File: src/rtl/front_pipe_regs_pkg.sv
// Shared pipeline constants, stage-register bundles and the saturating counter helper
// used by the front-end pipeline registers.
package front_pipe_regs_pkg;

  localparam int XLEN  = 32;
  localparam int CNT_W = 16;

  localparam logic [XLEN-1:0] RESET_PC  = 32'h0000_0000;
  localparam logic [XLEN-1:0] NOP_INSTR = 32'h0000_0013;

  typedef logic [CNT_W-1:0] cnt_t;

  typedef struct packed {
    logic [XLEN-1:0] instr;
    logic [XLEN-1:0] pc;
    logic [XLEN-1:0] pc_plus4;
    logic            valid;
  } fd_bus_t;

  typedef struct packed {
    logic [4:0]      rs1;
    logic [4:0]      rs2;
    logic [4:0]      rd;
    logic [XLEN-1:0] rd1;
    logic [XLEN-1:0] rd2;
    logic [XLEN-1:0] imm_ext;
    logic            reg_write;
    logic [1:0]      result_src;
    logic            mem_write;
    logic            jump;
    logic            branch;
    logic [2:0]      alu_control;
    logic            alu_src;
    logic [XLEN-1:0] pc;
    logic [XLEN-1:0] pc_plus4;
    logic            valid;
  } de_bus_t;

  // A bubble in D must still look like a real NOP so decode logic sees no side effects.
  localparam fd_bus_t FD_CLR = '{instr: NOP_INSTR, pc: '0, pc_plus4: '0, valid: 1'b0};
  localparam de_bus_t DE_CLR = '0;

  function automatic cnt_t sat_inc(input cnt_t v, input logic ev);
    return (ev && (v != '1)) ? v + cnt_t'(1) : v;
  endfunction

endpackage

File: src/rtl/front_pipe_regs_pipe_reg.sv
// Generic enable/clear pipeline register; clear beats enable, and reset loads the
// same value as clear.
module pipe_reg #(
  parameter int               WIDTH     = 32,
  parameter logic [WIDTH-1:0] CLR_VALUE = '0
) (
  input  logic             clk,
  input  logic             reset,
  input  logic             en,
  input  logic             clr,
  input  logic [WIDTH-1:0] d,
  output logic [WIDTH-1:0] q
);

  logic [WIDTH-1:0] q_q;
  logic [WIDTH-1:0] q_d;

  always_comb begin
    q_d = q_q;
    if (clr) begin
      q_d = CLR_VALUE;
    end else if (en) begin
      q_d = d;
    end
  end

  always_ff @(posedge clk) begin
    if (reset) begin
      q_q <= CLR_VALUE;
    end else begin
      q_q <= q_d;
    end
  end

  assign q = q_q;

endmodule

File: src/rtl/front_pipe_regs.sv
// Fetch PC register plus F->D and D->E pipeline registers with hazard-unit stall/flush
// controls and saturating stall/flush event counters.
module front_pipe_regs
  import front_pipe_regs_pkg::*;
(
  input  logic            clk,
  input  logic            reset,
  input  logic            stallF,
  input  logic            stallD,
  input  logic            flushD,
  input  logic            flushE,
  input  logic [XLEN-1:0] pc_nextF,
  input  logic [XLEN-1:0] instrF,
  input  logic [XLEN-1:0] pc_plus4F,
  input  logic [4:0]      rs1D,
  input  logic [4:0]      rs2D,
  input  logic [4:0]      rdD,
  input  logic [XLEN-1:0] rd1D,
  input  logic [XLEN-1:0] rd2D,
  input  logic [XLEN-1:0] imm_extD,
  input  logic            reg_writeD,
  input  logic            mem_writeD,
  input  logic            jumpD,
  input  logic            branchD,
  input  logic            alu_srcD,
  input  logic [1:0]      result_srcD,
  input  logic [2:0]      alu_controlD,
  output logic [XLEN-1:0] pcF,
  output logic [XLEN-1:0] instrD,
  output logic [XLEN-1:0] pcD,
  output logic [XLEN-1:0] pc_plus4D,
  output logic            validD,
  output logic [4:0]      rs1E,
  output logic [4:0]      rs2E,
  output logic [4:0]      rdE,
  output logic [XLEN-1:0] rd1E,
  output logic [XLEN-1:0] rd2E,
  output logic [XLEN-1:0] imm_extE,
  output logic            reg_writeE,
  output logic [1:0]      result_srcE,
  output logic            mem_writeE,
  output logic            jumpE,
  output logic            branchE,
  output logic [2:0]      alu_controlE,
  output logic            alu_srcE,
  output logic [XLEN-1:0] pcE,
  output logic [XLEN-1:0] pc_plus4E,
  output logic            validE,
  output logic [CNT_W-1:0] stall_cnt,
  output logic [CNT_W-1:0] flush_cnt
);

  logic [XLEN-1:0] pc_q;
  logic [XLEN-1:0] pc_d;
  cnt_t            stall_cnt_q;
  cnt_t            stall_cnt_d;
  cnt_t            flush_cnt_q;
  cnt_t            flush_cnt_d;
  fd_bus_t         fd_d;
  fd_bus_t         fd_q;
  de_bus_t         de_d;
  de_bus_t         de_q;

  always_comb begin
    pc_d        = stallF ? pc_q : pc_nextF;
    stall_cnt_d = sat_inc(stall_cnt_q, stallF | stallD);
    flush_cnt_d = sat_inc(flush_cnt_q, flushD | flushE);
  end

  always_ff @(posedge clk) begin
    if (reset) begin
      pc_q        <= RESET_PC;
      stall_cnt_q <= '0;
      flush_cnt_q <= '0;
    end else begin
      pc_q        <= pc_d;
      stall_cnt_q <= stall_cnt_d;
      flush_cnt_q <= flush_cnt_d;
    end
  end

  // F -> D boundary
  assign fd_d = '{instr: instrF, pc: pc_q, pc_plus4: pc_plus4F, valid: 1'b1};

  pipe_reg #(
    .WIDTH     ($bits(fd_bus_t)),
    .CLR_VALUE (FD_CLR)
  ) u_fd_reg (
    .clk   (clk),
    .reset (reset),
    .en    (~stallD),
    .clr   (flushD),
    .d     (fd_d),
    .q     (fd_q)
  );

  // D -> E boundary: no stall, a flush zeroes register addresses too so the bubble
  // cannot match anything in the forwarding or load-use comparators.
  assign de_d = '{rs1: rs1D, rs2: rs2D, rd: rdD, rd1: rd1D, rd2: rd2D, imm_ext: imm_extD,
                  reg_write: reg_writeD, result_src: result_srcD, mem_write: mem_writeD,
                  jump: jumpD, branch: branchD, alu_control: alu_controlD, alu_src: alu_srcD,
                  pc: fd_q.pc, pc_plus4: fd_q.pc_plus4, valid: fd_q.valid};

  pipe_reg #(
    .WIDTH     ($bits(de_bus_t)),
    .CLR_VALUE (DE_CLR)
  ) u_de_reg (
    .clk   (clk),
    .reset (reset),
    .en    (1'b1),
    .clr   (flushE),
    .d     (de_d),
    .q     (de_q)
  );

  assign pcF          = pc_q;
  assign instrD       = fd_q.instr;
  assign pcD          = fd_q.pc;
  assign pc_plus4D    = fd_q.pc_plus4;
  assign validD       = fd_q.valid;
  assign rs1E         = de_q.rs1;
  assign rs2E         = de_q.rs2;
  assign rdE          = de_q.rd;
  assign rd1E         = de_q.rd1;
  assign rd2E         = de_q.rd2;
  assign imm_extE     = de_q.imm_ext;
  assign reg_writeE   = de_q.reg_write;
  assign result_srcE  = de_q.result_src;
  assign mem_writeE   = de_q.mem_write;
  assign jumpE        = de_q.jump;
  assign branchE      = de_q.branch;
  assign alu_controlE = de_q.alu_control;
  assign alu_srcE     = de_q.alu_src;
  assign pcE          = de_q.pc;
  assign pc_plus4E    = de_q.pc_plus4;
  assign validE       = de_q.valid;
  assign stall_cnt    = stall_cnt_q;
  assign flush_cnt    = flush_cnt_q;

endmodule

File: config.mk
export PLATFORM = sky130hd
export DESIGN_NAME = front_pipe_regs
export DESIGN_NICKNAME = d
export VERILOG_FILES = /design/src/rtl/front_pipe_regs_pkg.sv /design/src/rtl/front_pipe_regs_pipe_reg.sv /design/src/rtl/front_pipe_regs.sv
export SDC_FILE = /design/constraint.sdc
export NUM_CORES = 1
export LEC_CHECK = 0
export CAP_MARGIN = 5
export CORE_AREA = 2 2 224 226
export CTS_CLUSTER_DIAMETER = 60
export DETAILED_ROUTE_END_ITERATION = 8
export DIE_AREA = 0 0 226 228
export PLACE_DENSITY = 0.64
export SKIP_CTS_REPAIR_TIMING = 1
export SYNTH_ARGS = -nofsm -noshare
export SYNTH_HDL_FRONTEND = slang
export SYNTH_HIERARCHICAL = 1
export SYNTH_SLANG_ARGS = --single-unit
export TNS_END_PERCENT = 30
File: constraint.sdc
create_clock -name clk -period 2.8 [get_ports clk]
set_clock_uncertainty 0.15 [all_clocks]
set_input_delay 0.28 -clock clk [delete_from_list [all_inputs] [get_ports clk]]
set_output_delay 0.28 -clock clk [all_outputs]
set_load 0.02 [all_outputs]
== Word level (Yosys, flattened, before mapping) ==
Cells that the tools add are included.

* Flip-flop bits (word level): 347

* Reductions and logical operators: 4
* Bitwise logic cells: 2
* $add $sub $neg: 2
* Equal/unequal tests: 2

{| class="wikitable"
|+ Operator list
! cell !! number
|-
| $add 16x1->16 const B || 2
|-
| $ne 16x16->1 const B || 2
|-
| $reduce_or 2->1 || 2
|-
| $logic_and 1x1->1 || 2
|-
| $or 1x1->1 || 2
|}

== Logic depth before layout (Yosys ltp) ==
* Word-level depth: 2
* Depth in mapped cells: 6
* Mapped depth without buffers: 5

== Hierarchy ==
The synthesis kept the hierarchy.

{| class="wikitable"
|+ By module, submodules not included
! module !! times used !! area each (µm²) !! cells an instance
|-
| pipe_reg at u_de_reg || 1 || 6701.4 || 601
|-
| pipe_reg at u_fd_reg || 1 || 3487.1 || 315
|-
| front_pipe_regs || 1 || 2795.2 || 306
|}

== Least setup slack after synthesis ==
Ideal clock, no wire load.

* Path kind: register -> register
* Start: register flush_cnt_q[0] (netlist: flush_cnt[0])
* End: register flush_cnt_q[14] (netlist: flush_cnt[14])
* Data arrival time: 1.883 ns
* Slack: 0.698 ns
* Required time: 2.580 ns
* Stages on the path, launching flop included: 6
* Cells stage by stage: dfxtp_1 ha_1 o21ai_1 or3_4 or4_1 a21oi_1

* Longest elaborated chain between the ends: 2
* Elaborated cells between the ends (all ways): 3

{| class="wikitable"
|+ Ends and longest elaborated chain
! what !! line !! source
|-
| from (decl) || front_pipe_regs.sv:57 || <nowiki>cnt_t flush_cnt_q;</nowiki>
|-
| from (signal assigned) || front_pipe_regs.sv:78 || <nowiki>flush_cnt_q <= flush_cnt_d;</nowiki>
|-
| parallel branches: the longest is 2 deep, another holds $add 16x1->16 || - ||
|}

Parallel ways; which one is timed is not known.
A chain may end at the register's enable or synchronous reset.

== Worst setup path after layout ==
* Start: register flush_cnt_q[2] (netlist: flush_cnt[2])
* End: register flush_cnt_q[7] (netlist: flush_cnt[7])

Same word-level chain as after synthesis.

==> flow_metrics.py <==
metrics = {
    "clocking": {
        "clk_latency_ns": 0.54,
        "cts_sinks": 347,
        "clock_path_buffers": 3,
        "cts_root_buffer": "clkbuf_16",
        "cts_tree": "done",
        "cts_buffers": 42,
        "path_clk_slew_ns": 0.06,
        "htreeDepth": 2,
    },
    "global_routing": {
        "grt_max_degree": 187,
        "grt.overflow.total": 0,
        "grt_pass1_vias": 10750,
        "antenna_found_initial": 0,
        "track_usage_pct": 15.4,
        "grt_pass1_wl_um": 62500,
    },
    "sta": {
        "maxSlewViolCount": 0,
        "tightest_slew_ns": 1.16,
        "fmaxAchievable_mhz": 461,
        "tns_ns": 0,
        "rsz0062_at_grt": "false",
        "finalCritPeriodShare_pct": 77.5,
        "relSlewSlack_pct": 22.5,
        "hold_viol": 0,
        "post-route-min-period_ns": 2.17,
        "setup-violations-final": 0,
        "whs_ns": 0.0563,
    },
    "place": {
        "place_inst": 2396,
        "port_buffers": 569,
        "hpwlAfterDp_um": 30100,
        "dpl-instance-area_sq_um": 19100,
        "place_congestion": 0.817,
    },
    "setup_path": {
        "arrival_ns": 2.45,
        "cp-start-kind": "register",
        "cp_common_cell": "nor4_1",
        "crit_family": "simple AND/OR/NAND/NOR gates",
        "cp_num_buf_inv": 1,
        "crit_fanout": 11,
        "path_cells": "nand4_2 > nor4_1 > buf_4 > nor4_1 > mux2_2",
        "worst-setup-path-type": "register to register",
        "critPathMaxStageDelay_ns": 0.59,
        "cp_data_required_time_ns": 3.08,
        "cp_slowest_cell": "nor4_1",
        "end_kind": "register",
    },
    "run_status": {
        "status": "completed",
    },
    "floorplan": {
        "start_util_pct": 26.3,
        "fp.coreArea_sq_um": 49300,
        "fp.dieH_um": 228,
        "pin_count": 570,
        "floorplan.die_area_sq_um": 51500,
        "dieWidth_um": 226,
        "rows": 82,
    },
    "finish": {
        "fin_nets": 1994,
        "area_delta_synth_final_pct": 57.9,
        "layout_common_cells": "567 x clkdlybuf4s50_1, 347 x dfxtp_1, 318 x mux2i_1, 318 x nor2_1, 45 x clkbuf_16",
        "drive_above_1_share_pct": 6.23,
        "layout_commonest_cell": "clkdlybuf4s50_1",
        "finalNonFillerCells": 2471,
        "final_area_sq_um": 20500,
        "n_fill_cell": 4782,
        "n_antenna_cell": 0,
    },
    "logic_synthesis": {
        "synth_cell_types": 45,
        "syn_avg_cell_area_sq_um": 10.6,
        "yosys_warnings": 6,
        "netlist_instances": 1222,
        "synth_edf_count": 0,
        "async_reset_ff_share_pct": 0,
        "ys_ff_latch": 347,
        "netlist_area_sq_um": 13000,
        "synth_flop_cell": "dfxtp_1",
        "yosysSeqAreaShare_pct": 53.5,
    },
    "drt": {
        "wire_per_inst_um": 16.9,
        "dr.pass1.iters": 4,
        "totalWireLength_um": 41700,
        "dr.first_iter.drc_count": 338,
        "vias": 10705,
        "vias_per_cell": 4.33,
        "ant_nets": 0,
        "drcViolationCount": 0,
    },
    "power_and_ir_drop": {
        "p_leak_nw": 8.16,
        "peakVddDrop_v": 0.000381,
        "p_per_area_nw_per_um2": 586,
    },
    "flow_run": {
        "maxCapViolCount": 0,
    },
    "worst_hold_path": {
        "hold_path.class": "primary input to register",
    },
}
layer usage:
| metal | share of wire, % | GRT usage, % | vias up | routed length (um) |
|---|---|---|---|---|
| met3 | 8.2 | 5.11 | 77 | 3420 |
| met1 | 40 | 17.4 | 5033 | 16600 |
| met4 | 3.1 | 5.32 | 0 | 1290 |
| met5 | 0 | 0 | - | 0 |
| met2 | 49 | 26.9 | 364 | 20300 |
| li1 | - | - | 5231 | - |
synthesized netlist by cell type, types with 3 or more instances:
library cell / number / area share, %
a211oi_1: 4 / 0.23
a21oi_1: 18 / 0.69
and3_1: 3 / 0.14
buf_1: 3 / 0.087
buf_2: 16 / 0.62
buf_6: 45 / 3.9
clkbuf_1: 15 / 0.43
dfxtp_1: 347 / 54
inv_1: 10 / 0.29
mux2_2: 5 / 0.43
mux2i_1: 318 / 25
nand2_1: 11 / 0.32
nand2b_1: 5 / 0.24
nand3_1: 11 / 0.42
nand4_1: 6 / 0.29
nor2_1: 318 / 9.2
nor2_2: 10 / 0.48
nor2b_1: 5 / 0.24
nor3_1: 5 / 0.19
nor4_1: 6 / 0.29
o21ai_0: 10 / 0.39
o31ai_1: 7 / 0.40
or3_1: 9 / 0.43
or4_1: 5 / 0.29
or4_2: 3 / 0.20
through the flow:
step           utilization, %  setup slack, ns  total power (W)
6_report                 41.6            0.631           0.0120
2_1_floorplan               -            0.698          0.00595
3_5_place_dp             38.6            0.306          0.00662
5_1_grt                  41.6            0.374           0.0125
3_3_place_gp             38.6            0.404          0.00660
4_1_cts                  41.5            0.581           0.0122
area by class of cell:
type | count | area (sq um) | share of cell area [%]
tap | 672 | 841 | 4.10
inverter | 10 | 42.5 | 0.207
timing repair buffer | 582 | 5900 | 28.8
multi-input combinational | 786 | 5350 | 26.1
clock buffer | 62 | 1300 | 6.34
sequential | 347 | 6950 | 33.9
clock inverter | 12 | 131 | 0.641
logic make-up (layout without fill, tap and decap cells):
group                      count (synthesis)  count (layout)  share of synthesized area [%]
AOI/OAI and AO/OA                         49              49                           2.32
adders and majority gates                  2               2                          0.193
buffers and inverters                     90             666                           5.39
DFF                                      347             347                           53.5
muxes                                    323             323                           24.9
other                                      1               2                         0.0289
and+or+nand+nor                          410             410                           13.6
report_power, final:
group,internal (W),leakage [nW],switching (W)
Combinational,0.000737,4.63,0.000619
Sequential,0.00508,2.82,0.0000935
Clock,0.00341,0.712,0.00208
path summary, 6_finish.rpt:
kind	from	to	slack (ns)	cells after the start
min reg2reg	u_fd_reg/q[76]	u_fd_reg/q[76]	0.34	2
max reg2reg	flush_cnt[2]	flush_cnt[7]	0.63	5
min	stallF	stall_cnt[4]	0.06	3
max	flush_cnt[2]	flush_cnt[7]	0.63	5
sequential cells by signal (all words and copies together), names as in the netlist:
name,flops
flush_cnt,16
pcF,32
stall_cnt,16
u_de_reg/q,186
u_fd_reg/q,97
worst min-delay path, stage by stage:
cell,delay [ns]
buf_2,0.11
o21a_1,0.19
a311oi_1,0.11
(Power assumes the default switching activity.)
